[config.mk]
export PLATFORM = sky130hd
export DESIGN_NAME = usrt_tx_framer_flat
export DESIGN_NICKNAME = d
export VERILOG_FILES = /design/src/rtl/usrt_tx_framer_if.sv /design/src/rtl/usrt_tx_framer.sv /design/src/flat_wrapper.sv
export SDC_FILE = /design/constraint.sdc
export NUM_CORES = 1
export LEC_CHECK = 0
export ABC_AREA = 1
export CAP_MARGIN = 20
export CORE_ASPECT_RATIO = 0.5
export CORE_MARGIN = 4
export CORE_UTILIZATION = 25
export CTS_CLUSTER_DIAMETER = 30
export DETAILED_ROUTE_END_ITERATION = 8
export PLACE_DENSITY = 0.47
export SYNTH_ARGS = -nofsm -noshare
export SYNTH_HDL_FRONTEND = slang
export SYNTH_SLANG_ARGS = --single-unit
[constraint.sdc]
create_clock -name clk -period 2.6 [get_ports clk]
set_clock_uncertainty 0.1 [all_clocks]
set_input_delay 0.52 -clock clk [delete_from_list [all_inputs] [get_ports clk]]
set_output_delay 0.52 -clock clk [all_outputs]
set_load 0.03 [all_outputs]
[src/rtl/usrt_tx_framer_if.sv]
// usrt_tx_framer_if: request/data/line bundle between a USRT transmit client
// and the usrt_tx_framer block. The client (master) drives the frame request,
// byte, parity enable, bit-rate enable, flow control and the external frame
// counter; the framer (slave) returns the serial line and handshake status.
interface usrt_tx_framer_if;
   logic       START;
   logic [7:0] din;
   logic       par_en;
   logic       en_usrt;
   logic       RTS;
   logic [5:0] cout;
   logic       max;
   logic       TXD;
   logic       ready;
   logic       busy;
   logic       done;

   modport master (
      output START, din, par_en, en_usrt, RTS, cout, max,
      input  TXD, ready, busy, done
   );

   modport slave (
      input  START, din, par_en, en_usrt, RTS, cout, max,
      output TXD, ready, busy, done
   );
endinterface

[src/rtl/usrt_tx_framer.sv]
// usrt_tx_framer: serialises one byte per frame onto TXD as
// start(0), 8 data bits LSB first, optional even-parity bit, stop(1).
// Bit timing comes from an external counter (cout/max) qualified by en_usrt;
// RTS=0 freezes the line and the state.
// Optional feature: define USRT_TX_DBLBUF_EN to add a one-byte holding
// register so a second byte can be queued while a frame is on the line.
module usrt_tx_framer (
   input  logic               clk,
   input  logic               rst,
   usrt_tx_framer_if.slave    bus
);

   typedef enum logic [1:0] {
      IDLE   = 2'b00,
      SEND   = 2'b01,
      FINISH = 2'b10
   } state_t;

   state_t     state_r;
   state_t     state_s;
   logic [7:0] data_r;
   logic       par_en_r;
   logic       parity_r;
   logic       txd_r;
   logic       txd_s;
   logic       ready_r;
   logic       busy_r;
   logic       done_r;
   logic       load_din_s;
   logic       step_s;

`ifdef USRT_TX_DBLBUF_EN
   logic [7:0] hold_data_r;
   logic       hold_par_en_r;
   logic       hold_full_r;
   logic       hold_full_s;
   logic       load_hold_s;
   logic       xfer_hold_s;
`endif

   // Even parity of a byte: the bit that makes the total count of ones even.
   function automatic logic even_parity(input logic [7:0] d);
      return ^d;
   endfunction

   // Line level for a given bit index; anything outside the frame reads as idle.
   function automatic logic bit_select(input logic [5:0] idx,
                                       input logic [7:0] d,
                                       input logic       pen,
                                       input logic       par);
      logic b;
      case (idx)
         6'd0:    b = 1'b0;
         6'd1:    b = d[0];
         6'd2:    b = d[1];
         6'd3:    b = d[2];
         6'd4:    b = d[3];
         6'd5:    b = d[4];
         6'd6:    b = d[5];
         6'd7:    b = d[6];
         6'd8:    b = d[7];
         6'd9:    b = pen ? par : 1'b1;
         6'd10:   b = 1'b1;
         default: b = 1'b1;
      endcase
      return b;
   endfunction

   assign step_s = bus.en_usrt & bus.RTS;

   // Next-state, line value and load decisions for the framing FSM.
   always_comb begin
      state_s    = state_r;
      txd_s      = txd_r;
      load_din_s = 1'b0;
`ifdef USRT_TX_DBLBUF_EN
      load_hold_s = 1'b0;
      xfer_hold_s = 1'b0;
`endif
      case (state_r)
         IDLE: begin
            // The line stays idle on the accepting edge; the start bit
            // follows the next qualified bit tick.
            txd_s = 1'b1;
            if (bus.START) begin
               load_din_s = 1'b1;
               state_s    = SEND;
            end else begin
               state_s = IDLE;
            end
         end
         SEND: begin
            if (step_s) begin
               txd_s = bit_select(bus.cout, data_r, par_en_r, parity_r);
               if (bus.max) begin
                  state_s = FINISH;
               end else begin
                  state_s = SEND;
               end
            end else begin
               txd_s   = txd_r;
               state_s = SEND;
            end
`ifdef USRT_TX_DBLBUF_EN
            if (bus.START && !hold_full_r) begin
               load_hold_s = 1'b1;
            end else begin
               load_hold_s = 1'b0;
            end
`endif
         end
         FINISH: begin
            txd_s = 1'b1;
`ifdef USRT_TX_DBLBUF_EN
            // A queued byte goes straight back onto the line; with the
            // holding register empty a new request is still accepted here.
            if (hold_full_r) begin
               xfer_hold_s = 1'b1;
               state_s     = SEND;
            end else if (bus.START) begin
               load_din_s = 1'b1;
               state_s    = SEND;
            end else begin
               state_s = IDLE;
            end
`else
            state_s = IDLE;
`endif
         end
         default: begin
            txd_s   = 1'b1;
            state_s = IDLE;
         end
      endcase
   end

`ifdef USRT_TX_DBLBUF_EN
   // Occupancy of the holding register after this edge.
   always_comb begin
      hold_full_s = hold_full_r;
      if (xfer_hold_s) begin
         hold_full_s = 1'b0;
      end else if (load_hold_s) begin
         hold_full_s = 1'b1;
      end else begin
         hold_full_s = hold_full_r;
      end
   end

   // Holding register: one queued byte plus its parity enable.
   always_ff @(posedge clk or posedge rst) begin
      if (rst) begin
         hold_data_r   <= 8'h00;
         hold_par_en_r <= 1'b0;
         hold_full_r   <= 1'b0;
      end else begin
         hold_full_r <= hold_full_s;
         if (load_hold_s) begin
            hold_data_r   <= bus.din;
            hold_par_en_r <= bus.par_en;
         end
      end
   end
`endif

   // Shift data register: loaded from din on an accepted request or from the
   // holding register when a queued byte is promoted.
   always_ff @(posedge clk or posedge rst) begin
      if (rst) begin
         data_r   <= 8'h00;
         par_en_r <= 1'b0;
         parity_r <= 1'b0;
      end else if (load_din_s) begin
         data_r   <= bus.din;
         par_en_r <= bus.par_en;
         parity_r <= even_parity(bus.din);
`ifdef USRT_TX_DBLBUF_EN
      end else if (xfer_hold_s) begin
         data_r   <= hold_data_r;
         par_en_r <= hold_par_en_r;
         parity_r <= even_parity(hold_data_r);
`endif
      end
   end

   // State register and registered status/line outputs, all derived from the
   // next state so they line up with the state they describe.
   always_ff @(posedge clk or posedge rst) begin
      if (rst) begin
         state_r <= IDLE;
         txd_r   <= 1'b1;
         ready_r <= 1'b1;
         busy_r  <= 1'b0;
         done_r  <= 1'b0;
      end else begin
         state_r <= state_s;
         txd_r   <= txd_s;
         busy_r  <= (state_s != IDLE);
         done_r  <= (state_s == FINISH);
`ifdef USRT_TX_DBLBUF_EN
         ready_r <= ~hold_full_s;
`else
         ready_r <= (state_s == IDLE);
`endif
      end
   end

   assign bus.TXD   = txd_r;
   assign bus.ready = ready_r;
   assign bus.busy  = busy_r;
   assign bus.done  = done_r;

endmodule

[src/flat_wrapper.sv]
// flat-port wrapper written by rule: the top's interface ports become plain ports
module usrt_tx_framer_flat 
  (clk, rst, bus_START, bus_din, bus_par_en, bus_en_usrt, bus_RTS, bus_cout, bus_max, bus_TXD, bus_ready, bus_busy, bus_done);
  usrt_tx_framer_if bus_i ();
  input  logic clk;
  input  logic rst;
  input wire logic [$bits(bus_i.START)-1:0] bus_START;
  input wire logic [$bits(bus_i.din)-1:0] bus_din;
  input wire logic [$bits(bus_i.par_en)-1:0] bus_par_en;
  input wire logic [$bits(bus_i.en_usrt)-1:0] bus_en_usrt;
  input wire logic [$bits(bus_i.RTS)-1:0] bus_RTS;
  input wire logic [$bits(bus_i.cout)-1:0] bus_cout;
  input wire logic [$bits(bus_i.max)-1:0] bus_max;
  output wire logic [$bits(bus_i.TXD)-1:0] bus_TXD;
  output wire logic [$bits(bus_i.ready)-1:0] bus_ready;
  output wire logic [$bits(bus_i.busy)-1:0] bus_busy;
  output wire logic [$bits(bus_i.done)-1:0] bus_done;
  assign bus_i.START = bus_START;
  assign bus_i.din = bus_din;
  assign bus_i.par_en = bus_par_en;
  assign bus_i.en_usrt = bus_en_usrt;
  assign bus_i.RTS = bus_RTS;
  assign bus_i.cout = bus_cout;
  assign bus_i.max = bus_max;
  assign bus_TXD = bus_i.TXD;
  assign bus_ready = bus_i.ready;
  assign bus_busy = bus_i.busy;
  assign bus_done = bus_i.done;
  usrt_tx_framer u_core (.clk(clk), .rst(rst), .bus(bus_i));
endmodule
Yosys cells after proc, flatten, opt, wreduce, memory -nomap -nowiden
Cells that the tools add are included.
{"block": "op_classes", "bitwise": 1, "n_lt_le_gt_ge": 0, "div": 0, "n_reduce_logical": 5, "n_mux": 10, "eq_ne": 12, "multipliers": 0, "addsub": 0, "shift": 0}
{"cell": "$eq 6x3->1 const B", "n": 4}
{"cell": "$eq 6x2->1 const B", "n": 2}
{"cell": "$eq 6x4->1 const B", "n": 2}
{"cell": "$pmux 1 s10", "n": 1}
{"cell": "$reduce_xor 8->1", "n": 1}
{"cell": "$eq 6x1->1 const B", "n": 1}
{"cell": "$logic_not 6->1", "n": 1}
{"cell": "$mux 1", "n": 6}
{"cell": "$logic_not 2->1", "n": 2}
{"cell": "$mux 2", "n": 2}
{"cell": "$pmux 2 s2", "n": 1}
{"cell": "$eq 2x1->1 const B", "n": 1}
{"cell": "$eq 2x2->1 const B", "n": 1}
{"cell": "$ne 2x1->1 const B", "n": 1}
{"cell": "$reduce_bool 2->1", "n": 1}
{"cell": "$and 1x1->1", "n": 1}
{"block": "word_totals", "latchBits": 0, "in_bits": 21, "ramBits": 0, "memories": 0, "ff_bits": 16, "elab_cells": 36, "mem_bits_ro": 0}

Depth between registers and ports, before layout
Gate-level depths: netlist of run 1.
{"block": "depth", "depth_word": 4, "mapped_depth": 9}

Worst setup path before layout of run 1
No wires, ideal clock.
{"block": "synth_path", "kind": "input to register", "start": "input bus_din[7]", "end": "register u_core.parity_r", "t_arrival_ns": 1.072, "required_time_ns": 2.383, "slack_ns": 1.311, "stages": 5, "setup_time_ns": 0.117, "cell_sequence": "xnor2_1 xor2_1 nand2_1 nand3_1 nand2_1"}
{"block": "synth_between", "elab_chain_len": 1}
{"item": "from (decl)", "line_no": "flat_wrapper.sv:8", "rtl": "input wire logic [$bits(bus_i.din)-1:0] bus_din;"}
{"item": "$reduce_xor 8->1", "line_no": "usrt_tx_framer.sv:43", "rtl": "return ^d;"}
{"item": "to (signal assigned)", "line_no": "usrt_tx_framer.sv:176", "rtl": "parity_r <= even_parity(bus.din);"}
{"item": "to (decl)", "line_no": "usrt_tx_framer.sv:23", "rtl": "logic parity_r;"}
Every way passes these cells.
A chain may end at the register's enable or synchronous reset.

Worst setup path after layout of run 1
{"block": "layout_path", "start": "register u_core.txd_r, in the netlist u_core.bus.TXD", "end": "output bus_TXD"}
{"item": "from (decl)", "line_no": "usrt_tx_framer.sv:24", "rtl": "logic txd_r;"}
{"item": "from (signal assigned)", "line_no": "usrt_tx_framer.sv:197", "rtl": "txd_r <= txd_s;"}
{"item": "to (decl)", "line_no": "flat_wrapper.sv:14", "rtl": "output wire logic [$bits(bus_i.TXD)-1:0] bus_TXD;"}
No word-level cell between the ends.

==> qor.yml, run 1 <==
cts_sinks: 16
start_util_pct: 26.1
rr_endpoint: "u_core.bus.busy$_DFF_PP0_"
die_width_um: 92.7
path_delay_family: "buffers and inverters"
holdWs_ns: 0.375
yosys_warnings: 0
io_buffers: 24
setup_viol: 0
period_share_pct: 79.2
cts_hold_buf: 0
cts_tree: "done"
final_max_slew_viol_count: 0
dr.pass1.iters: 4
antenna_found_initial: 0
totalPowerFinal_mw: 0.972
dr_total_vias: 762
post-dp-hpwl_um: 1480
post-route-util_pct: 36.5
crit_cells: 1
wire_per_inst_um: 9.12
drive_gt1_share_pct: 13.0
max_clock_freq_mhz: 486
ant_nets: 0
drtIter0Drc: 18
via_per_inst: 3.87
setup_ws_ns: 0.542
path_class: "flop to primary output"
clock_path_buffers: 2
path_clk_slew_ns: 0.07
endpoint: "bus_TXD"
crit_fanout: 2
nNetsFinal: 168
drv_cap: 0
clock_latency_ns: 0.25
syn_nets: 140
cts_max_level: 1
p_leak_nw: 0.604
path_cells: "clkdlybuf4s50_1"
post_cts_buffers: 0
fin_setup_tns_ns: 0
cts-buffers-inserted: 3
route.detailed.drc: 0
grt_pass1_vias: 720
die_area_um2: 4670
ys_seq_elements: 16
area_growth_pct: 39.7
tightest_slew_ns: 0.617
wl_um: 1800
ys_types: 19
power_density_nw_per_um2: 775
cts.repair.resized: 0
grt_pass1_wl_um: 3120
dpl_worst_slack_ns: 0.716
critPathCaptureType: "primary output"
antenna_cells: 0
rows: 15
slowest_delay_ns: 0.66
grt_usage_pct: 8.41
r2r_start: "u_core.state_r[1]$_DFF_PP0_"
period_needed_ns: 2.06
synthCells: 119
overflow: 0
grt_max_degree: 17
cp_num_buf_inv: 1
crit_start: "u_core.bus.TXD$_DFFE_PP1P_"
yosysSeqAreaShare_pct: 44.9
cp_data_arrival_time_ns: 1.44
hold_viol: 0
syn_avg_cell_area_um2: 7.54
status: "finished, final reports clean"
rsz0062_at_grt: "false"
clockRootBuffer: "clkbuf_8"
r2r_cells: 6
maxSlewHeadroom_pct: 58.8
hold_path.class: "flop to flop"
die_y_um: 50.4
io_pins: 25
worst-r2r-setup-slack_ns: 1.44
fp.coreArea_um2: 3430
start_kind: "flop"
vdd_ir_drop_max_mv: 0.157
routabilityCongestion: 0.759
critPathSlowestCell: "clkdlybuf4s50_1"
syn_area_um2: 897
cp.required_ns: 1.98
-- routing by layer --
layer	vias up	wire length, um	global-route usage, %
met1	330	913	11.2
met2	14	769	12.6
met5	-	0	0
met4	0	21	2.92
li1	416	-	-
met3	2	92	3.14
-- how the worst min path moves through the flow --
stage / cells past startpoint / start / endpoint / slack [ns]
after global routing: 2 / u_core.data_r[7]$_DFFE_PP0P_ / u_core.data_r[7]$_DFFE_PP0P_ / 0.40
after floorplan: 1 / rst / u_core.bus.busy$_DFF_PP0_ / 0.33
final: 2 / u_core.data_r[7]$_DFFE_PP0P_ / u_core.data_r[7]$_DFFE_PP0P_ / 0.38
after global placement: 2 / u_core.data_r[7]$_DFFE_PP0P_ / u_core.data_r[7]$_DFFE_PP0P_ / 0.37
after detailed placement: 2 / u_core.data_r[7]$_DFFE_PP0P_ / u_core.data_r[7]$_DFFE_PP0P_ / 0.36
after CTS: 2 / u_core.data_r[7]$_DFFE_PP0P_ / u_core.data_r[7]$_DFFE_PP0P_ / 0.38
-- worst min-delay path: stages, from the launching register on --
cell and delay [ns]:
dfrtp_1 0.34, nand2_1 0.05, nand2_1 0.05
-- area by class of cell --
cell class | instances | area (um^2)
Sequential cell | 16 | 403
Tap cell | 51 | 63.8
Inverter | 16 | 60.1
Clock buffer | 4 | 55.1
Timing Repair Buffer | 25 | 248
Multi-Input combinational cell | 85 | 424
Fill cell | 361 | 2180
-- metrics by stage --
step	cell area [um^2]	cells
3_5_place_dp	1200	193
4_1_cts	1250	197
6_report	1250	197
3_3_place_gp	1200	193
5_1_grt	1250	197
2_1_floorplan	897	119
-- cell usage in the layout (no fill, tap or decap), drive strengths merged --
| master | count |
|---|---|
| nand2 | 44 |
| clkdlybuf4s50 | 24 |
| inv | 16 |
| dfrtp | 14 |
| nor2 | 14 |
| nand3 | 12 |
| xnor2 | 5 |
| clkbuf | 4 |
| xor2 | 3 |
| nor3 | 2 |
| dfstp | 2 |
| o21ai | 2 |
| nor3b | 1 |
| nand4 | 1 |
| a21oi | 1 |
| buf | 1 |
-- where the power goes --
group          total, mW  switching [mW]  internal, mW
logic              0.346           0.197         0.149
registers          0.409          0.0486         0.360
clock network      0.217          0.0830         0.134
-- sequential cells by signal (all words and copies together), names as in the netlist --
register and count:
u_core.data_r 8, u_core.state_r 2, u_core.bus.TXD 1, u_core.bus.busy 1, u_core.bus.done 1, u_core.bus.ready 1
u_core.par_en_r 1, u_core.parity_r 1
-- cell families (layout without fill, tap and decap cells) --
logic type / count (synthesis) / count (layout) / synth area share (%)
flip-flops: 16 / 16 / 44.9
AND/OR/NAND/NOR: 74 / 74 / 36.1
XOR/XNOR: 8 / 8 / 9.48
AO/OA/AOI/OAI: 3 / 3 / 1.67
buffers and inverters: 18 / 45 / 7.81
-- Yosys cell counts (all sizes together) --
cell    n  share of area [%]
dfrtp  14                 39
xnor2   5                6.6
inv    16                6.7
nor3    2                1.1
nor2   14                7.8
nand2  44                 18
nand4   1               0.70
nor3b   1                1.4
nand3  12                6.7
o21ai   2                1.1
a21oi   1               0.56
xor2    3                2.9
buf     2                1.1
dfstp   2                5.9
(Power assumes the default switching activity.)
==> run 2: changes to the inputs <==
--- a/config.mk
+++ b/config.mk
@@ -12,7 +12,7 @@
 export CORE_UTILIZATION = 25
 export CTS_CLUSTER_DIAMETER = 30
 export DETAILED_ROUTE_END_ITERATION = 8
-export PLACE_DENSITY = 0.47
+export PLACE_DENSITY = 0.49
 export SYNTH_ARGS = -nofsm -noshare
 export SYNTH_HDL_FRONTEND = slang
 export SYNTH_SLANG_ARGS = --single-unit
==> constraint.sdc (replaced) <==
create_clock -name clk -period 1.82 [get_ports clk]
set_clock_uncertainty 0.1 [all_clocks]
set_input_delay 0.364 -clock clk [delete_from_list [all_inputs] [get_ports clk]]
set_output_delay 0.364 -clock clk [all_outputs]
set_load 0.03 [all_outputs]
==> run 2 against run 1 <==
Net effect:
- clock-buffer cell count did not move
- critical endpoint is now bus_busy
- hold slack got worse by 0.060 ns
- register-to-register slack got worse by 0.70 ns
- largest cell class unchanged
- flip-flop and latch count unchanged
==> qor.yml, run 2 (synthesized netlist as in run 1, its figures left out) <==
status: "finished, final reports clean"
worst-r2r-setup-slack_ns: 0.74
post-dp-hpwl_um: 1530
fin_setup_tns_ns: 0
grt_pass1_vias: 731
clock_latency_ns: 0.25
antenna_found_initial: 0
p_seq_share_pct: 42.5
cp.required_ns: 1.36
slowest_delay_ns: 0.66
antenna_cells: 0
start_kind: "flop"
grt_usage_pct: 8.70
multiInputGateArea_um2: 424
cts_max_level: 1
crit_fanout: 1
gr-usage-met2_pct: 13.3
drive_gt1_share_pct: 13.6
path_delay_family: "buffers and inverters"
reg_top3: "u_core.data_r (8), u_core.state_r (2)"
rows: 15
clock_path_buffers: 2
register_area_um2: 403
power_density_nw_per_um2: 1110
grt_use_met3_pct: 3.14
period_needed_ns: 1.70
route.detailed.drc: 0
busiest_layer: "met2"
grt_max_degree: 17
cts_sinks: 16
die_area_um2: 4670
path_clk_slew_ns: 0.06
start_util_pct: 26.1
vdd_ir_drop_max_mv: 0.288
cts_tree: "done"
use_met1_pct: 11.7
fillers: 375
p_leak_nw: 0.610
dr.pass1.iters: 4
final_max_slew_viol_count: 0
critPathSlowestCell: "clkdlybuf4s50_1"
path_cells: "clkdlybuf4s50_1"
clock_power_share_pct: 22.6
largest-register: "u_core.data_r"
drv_cap: 0
io_buffers: 24
power_frac_comb_pct: 34.9
cp_data_arrival_time_ns: 1.24
critPathCaptureType: "primary output"
dr_total_vias: 760
setup_viol: 0
path_class: "flop to primary output"
routabilityCongestion: 0.732
ant_nets: 0
cts_hold_buf: 0
nNetsFinal: 169
overflow: 0
clockRootBuffer: "clkbuf_8"
post_cts_buffers: 0
area_growth_pct: 40.3
drtIter0Drc: 18
hold_viol: 0
r2r_start: "u_core.data_r[1]$_DFFE_PP0P_"
final_cell_mix: "44 x nand2_1, 22 x clkdlybuf4s50_1, 14 x dfrtp_1"
grt_pass1_wl_um: 3170
cts-buffers-inserted: 3
fp.coreArea_um2: 3430
r2r_cells: 8
hold_path.class: "primary input to async pin"
rsz0062_at_grt: "false"
rr_endpoint: "u_core.bus.TXD$_DFFE_PP1P_"
placed_area_um2: 1210
netSwitchingFraction_pct: 34.8
wl_um: 1870
wire_per_inst_um: 9.46
tightest_slew_ns: 0.302
die_y_um: 50.4
cp_num_buf_inv: 1
largest_register_ffs: 8
die_width_um: 92.7
p_sw_mw: 0.486
io_pins: 25
max_clock_freq_mhz: 587
postLayoutCellArea_um2: 1260
via_per_inst: 3.84
p_int_mw: 0.909
maxSlewHeadroom_pct: 79.7
mostFrequentLayoutCell: "nand2_1"
period_share_pct: 93.5
[run 2: power by group through the flow]
stage	Clock (mW)	Combinational (mW)	Sequential (mW)
floorplan	0	0.272	0.636
global route	0.345	0.551	0.613
finish	0.315	0.486	0.593
detailed placement	0	0.503	0.602
CTS	0.323	0.494	0.596
global placement	0	0.503	0.600
[run 2: metrics by stage]
step	total power, mW	worst slack [ns]	cells	utilization, %	hold WS (ns)
6_report	1.39	0.118	198	36.6	0.315
5_1_grt	1.51	0.0706	198	36.6	0.352
4_1_cts	1.41	0.106	198	36.6	0.327
3_5_place_dp	1.10	0.0647	194	35.1	0.363
3_3_place_gp	1.10	0.0833	194	35.1	0.369
2_1_floorplan	0.908	0.687	119	-	0.176
[run 2: area by class of cell]
cell class / count / area share, %
clock buffers: 4 / 4.37
inverters: 16 / 4.77
multi-input cells: 85 / 33.7
flip-flops and latches: 16 / 32.0
well taps: 51 / 5.07
repair buffers: 26 / 20.1
[run 2: how the worst max path moves through the flow]
stage	slack, ns	cells past startpoint	endpoint	startpoint
finish	0.12	1	bus_busy	u_core.bus.busy$_DFF_PP0_
global route	0.07	1	bus_done	u_core.bus.done$_DFF_PP0_
CTS	0.11	1	bus_busy	u_core.bus.busy$_DFF_PP0_
detailed placement	0.06	9	u_core.bus.TXD$_DFFE_PP1P_	bus_cout[1]
global placement	0.08	9	u_core.bus.TXD$_DFFE_PP1P_	bus_cout[1]
floorplan	0.69	5	u_core.parity_r$_DFFE_PP0P_	bus_din[7]
[run 2: per-layer routing]
layer | vias up | share of wire (%)
met5 | - | 0
met4 | 0 | 0
met3 | 0 | 4.4
met2 | 13 | 43
met1 | 331 | 53
li1 | 416 | -
[run 2: repair_timing]
item	4_1_cts	5_1_grt
setup endpoints to repair	2	0
resized for setup	2	0
endpoints found under the hold margin	0	0
==> run 3: changes to the inputs <==
--- a/config.mk
+++ b/config.mk
@@ -6,13 +6,14 @@
 export NUM_CORES = 1
 export LEC_CHECK = 0
 export ABC_AREA = 1
-export CAP_MARGIN = 20
+export CAP_MARGIN = 0
 export CORE_ASPECT_RATIO = 0.5
 export CORE_MARGIN = 4
 export CORE_UTILIZATION = 25
 export CTS_CLUSTER_DIAMETER = 30
 export DETAILED_ROUTE_END_ITERATION = 8
 export PLACE_DENSITY = 0.49
+export SETUP_SLACK_MARGIN = 0.1
 export SYNTH_ARGS = -nofsm -noshare
 export SYNTH_HDL_FRONTEND = slang
 export SYNTH_SLANG_ARGS = --single-unit
==> run 3 against run 2 <==
Net effect:
- die area is the same
- hold slack lost 0.00051 ns
- cell count is the same
- global-route usage is the same
- first-iteration DRC count shrank 11%
- largest cell class unchanged
- largest power group unchanged
==> qor.yml, run 3 (synthesized netlist as in run 1, its figures left out) <==
drv_cap: 0
overflow: 0
max_clock_freq_mhz: 613
status: "finished, final reports clean"
io_pins: 25
area_growth_pct: 40.9
cp_data_arrival_time_ns: 1.17
dr.pass1.iters: 4
cts_sinks: 16
maxSlewHeadroom_pct: 78.7
largest-register: "u_core.data_r"
p_leak_nw: 0.634
drtIter0Drc: 16
critPathSlowestCell: "dfstp_2"
critPathCaptureType: "primary output"
final_cell_mix: "44 x nand2_1, 20 x clkdlybuf4s50_1, 14 x dfrtp_1"
dpl_worst_slack_ns: 0.0647
clock_latency_ns: 0.25
clock_path_buffers: 2
vdd_ir_drop_max_mv: 0.287
path_cells: "dlygate4sd2_1"
dp_cells: 194
cts_hold_buf: 0
post_cts_buffers: 0
setup_viol: 0
die_area_um2: 4670
period_needed_ns: 1.63
post-dp-hpwl_um: 1530
hold_path.class: "primary input to async pin"
cts_max_level: 1
path_clk_slew_ns: 0.06
die_width_um: 92.7
cp_num_buf_inv: 1
path_class: "flop to primary output"
power_density_nw_per_um2: 1100
setup_ws_ns: 0.189
start_kind: "flop"
final_max_slew_viol_count: 0
rows: 15
drive_gt1_share_pct: 13.6
via_per_inst: 3.84
cts_tree: "done"
start_util_pct: 26.1
cts-buffers-inserted: 3
period_share_pct: 89.6
die_y_um: 50.4
largest_register_ffs: 8
route.detailed.drc: 0
path_delay_family: "flip-flops"
hold_viol: 0
reg_top3: "u_core.data_r (8), u_core.state_r (2)"
nNetsFinal: 169
clockRootBuffer: "clkbuf_8"
crit_fanout: 2
totalPowerFinal_mw: 1.39
wl_um: 1880
fp.coreArea_um2: 3430
ant_nets: 0
io_buffers: 24
grt_pass1_vias: 731
mostFrequentLayoutCell: "nand2_1"
cp.required_ns: 1.36
rsz0062_at_grt: "false"
post-route-util_pct: 36.8
antenna_cells: 0
fin_setup_tns_ns: 0
routabilityCongestion: 0.732
grt_max_degree: 17
dr_total_vias: 760
antenna_found_initial: 0
final_cell_count_no_fill: 198
grt_pass1_wl_um: 3170
tightest_slew_ns: 0.318
grt_usage_pct: 8.70
wire_per_inst_um: 9.48
slowest_delay_ns: 0.53
==> run 3: what timing repair did <==
| action | in CTS | in global routing |
|---|---|---|
| gates resized for setup | 2 | 2 |
| endpoints found under the setup margin | 2 | 2 |
| hold endpoints to repair | 0 | 0 |
==> run 3: final timing paths <==
kind / from / end / slack (ns) / depth (start not counted)
worst max-delay path: u_core.bus.TXD$_DFFE_PP1P_ / bus_TXD / 0.19 / 1
worst min register to register: u_core.data_r[7]$_DFFE_PP0P_ / u_core.data_r[7]$_DFFE_PP0P_ / 0.38 / 2
worst min-delay path: rst / u_core.bus.done$_DFF_PP0_ / 0.31 / 3
worst max register to register: u_core.data_r[2]$_DFFE_PP0P_ / u_core.bus.TXD$_DFFE_PP1P_ / 0.74 / 8
min in group clk: u_core.data_r[7]$_DFFE_PP0P_ / u_core.data_r[7]$_DFFE_PP0P_ / 0.38 / 2
max in group asynchronous: rst / u_core.bus.ready$_DFF_PP1_ / 1.05 / 3
==> run 3: where the power goes <==
part	internal, mW	total (mW)	switching [mW]
combinational	0.200	0.484	0.284
sequential	0.515	0.593	0.0778
clock	0.192	0.313	0.121
total	0.907	1.39	0.483
==> run 3: area by class of cell <==
cell class	count	area (um^2)
sequential	16	403
multi-input combinational	85	424
inverter	16	60.1
timing repair buffer	26	258
clock buffer	4	55.1
fill	374	2170
tap	51	63.8
==> run 3: stage by stage <==
stage	area [um^2]	hold slack, ns
final	1260	0.315
after CTS	1260	0.327
after detailed placement	1210	0.363
after global routing	1260	0.352
after global placement	1210	0.369
after floorplan	897	0.176
==> run 3: per-layer routing <==
| layer | up-vias | global-route usage, % | share of wire, % |
|---|---|---|---|
| met5 | - | 0 | 0 |
| met4 | 0 | 2.19 | 0 |
| met1 | 331 | 11.7 | 52 |
| met3 | 0 | 3.14 | 5.0 |
| met2 | 13 | 13.3 | 43 |
| li1 | 416 | - | - |
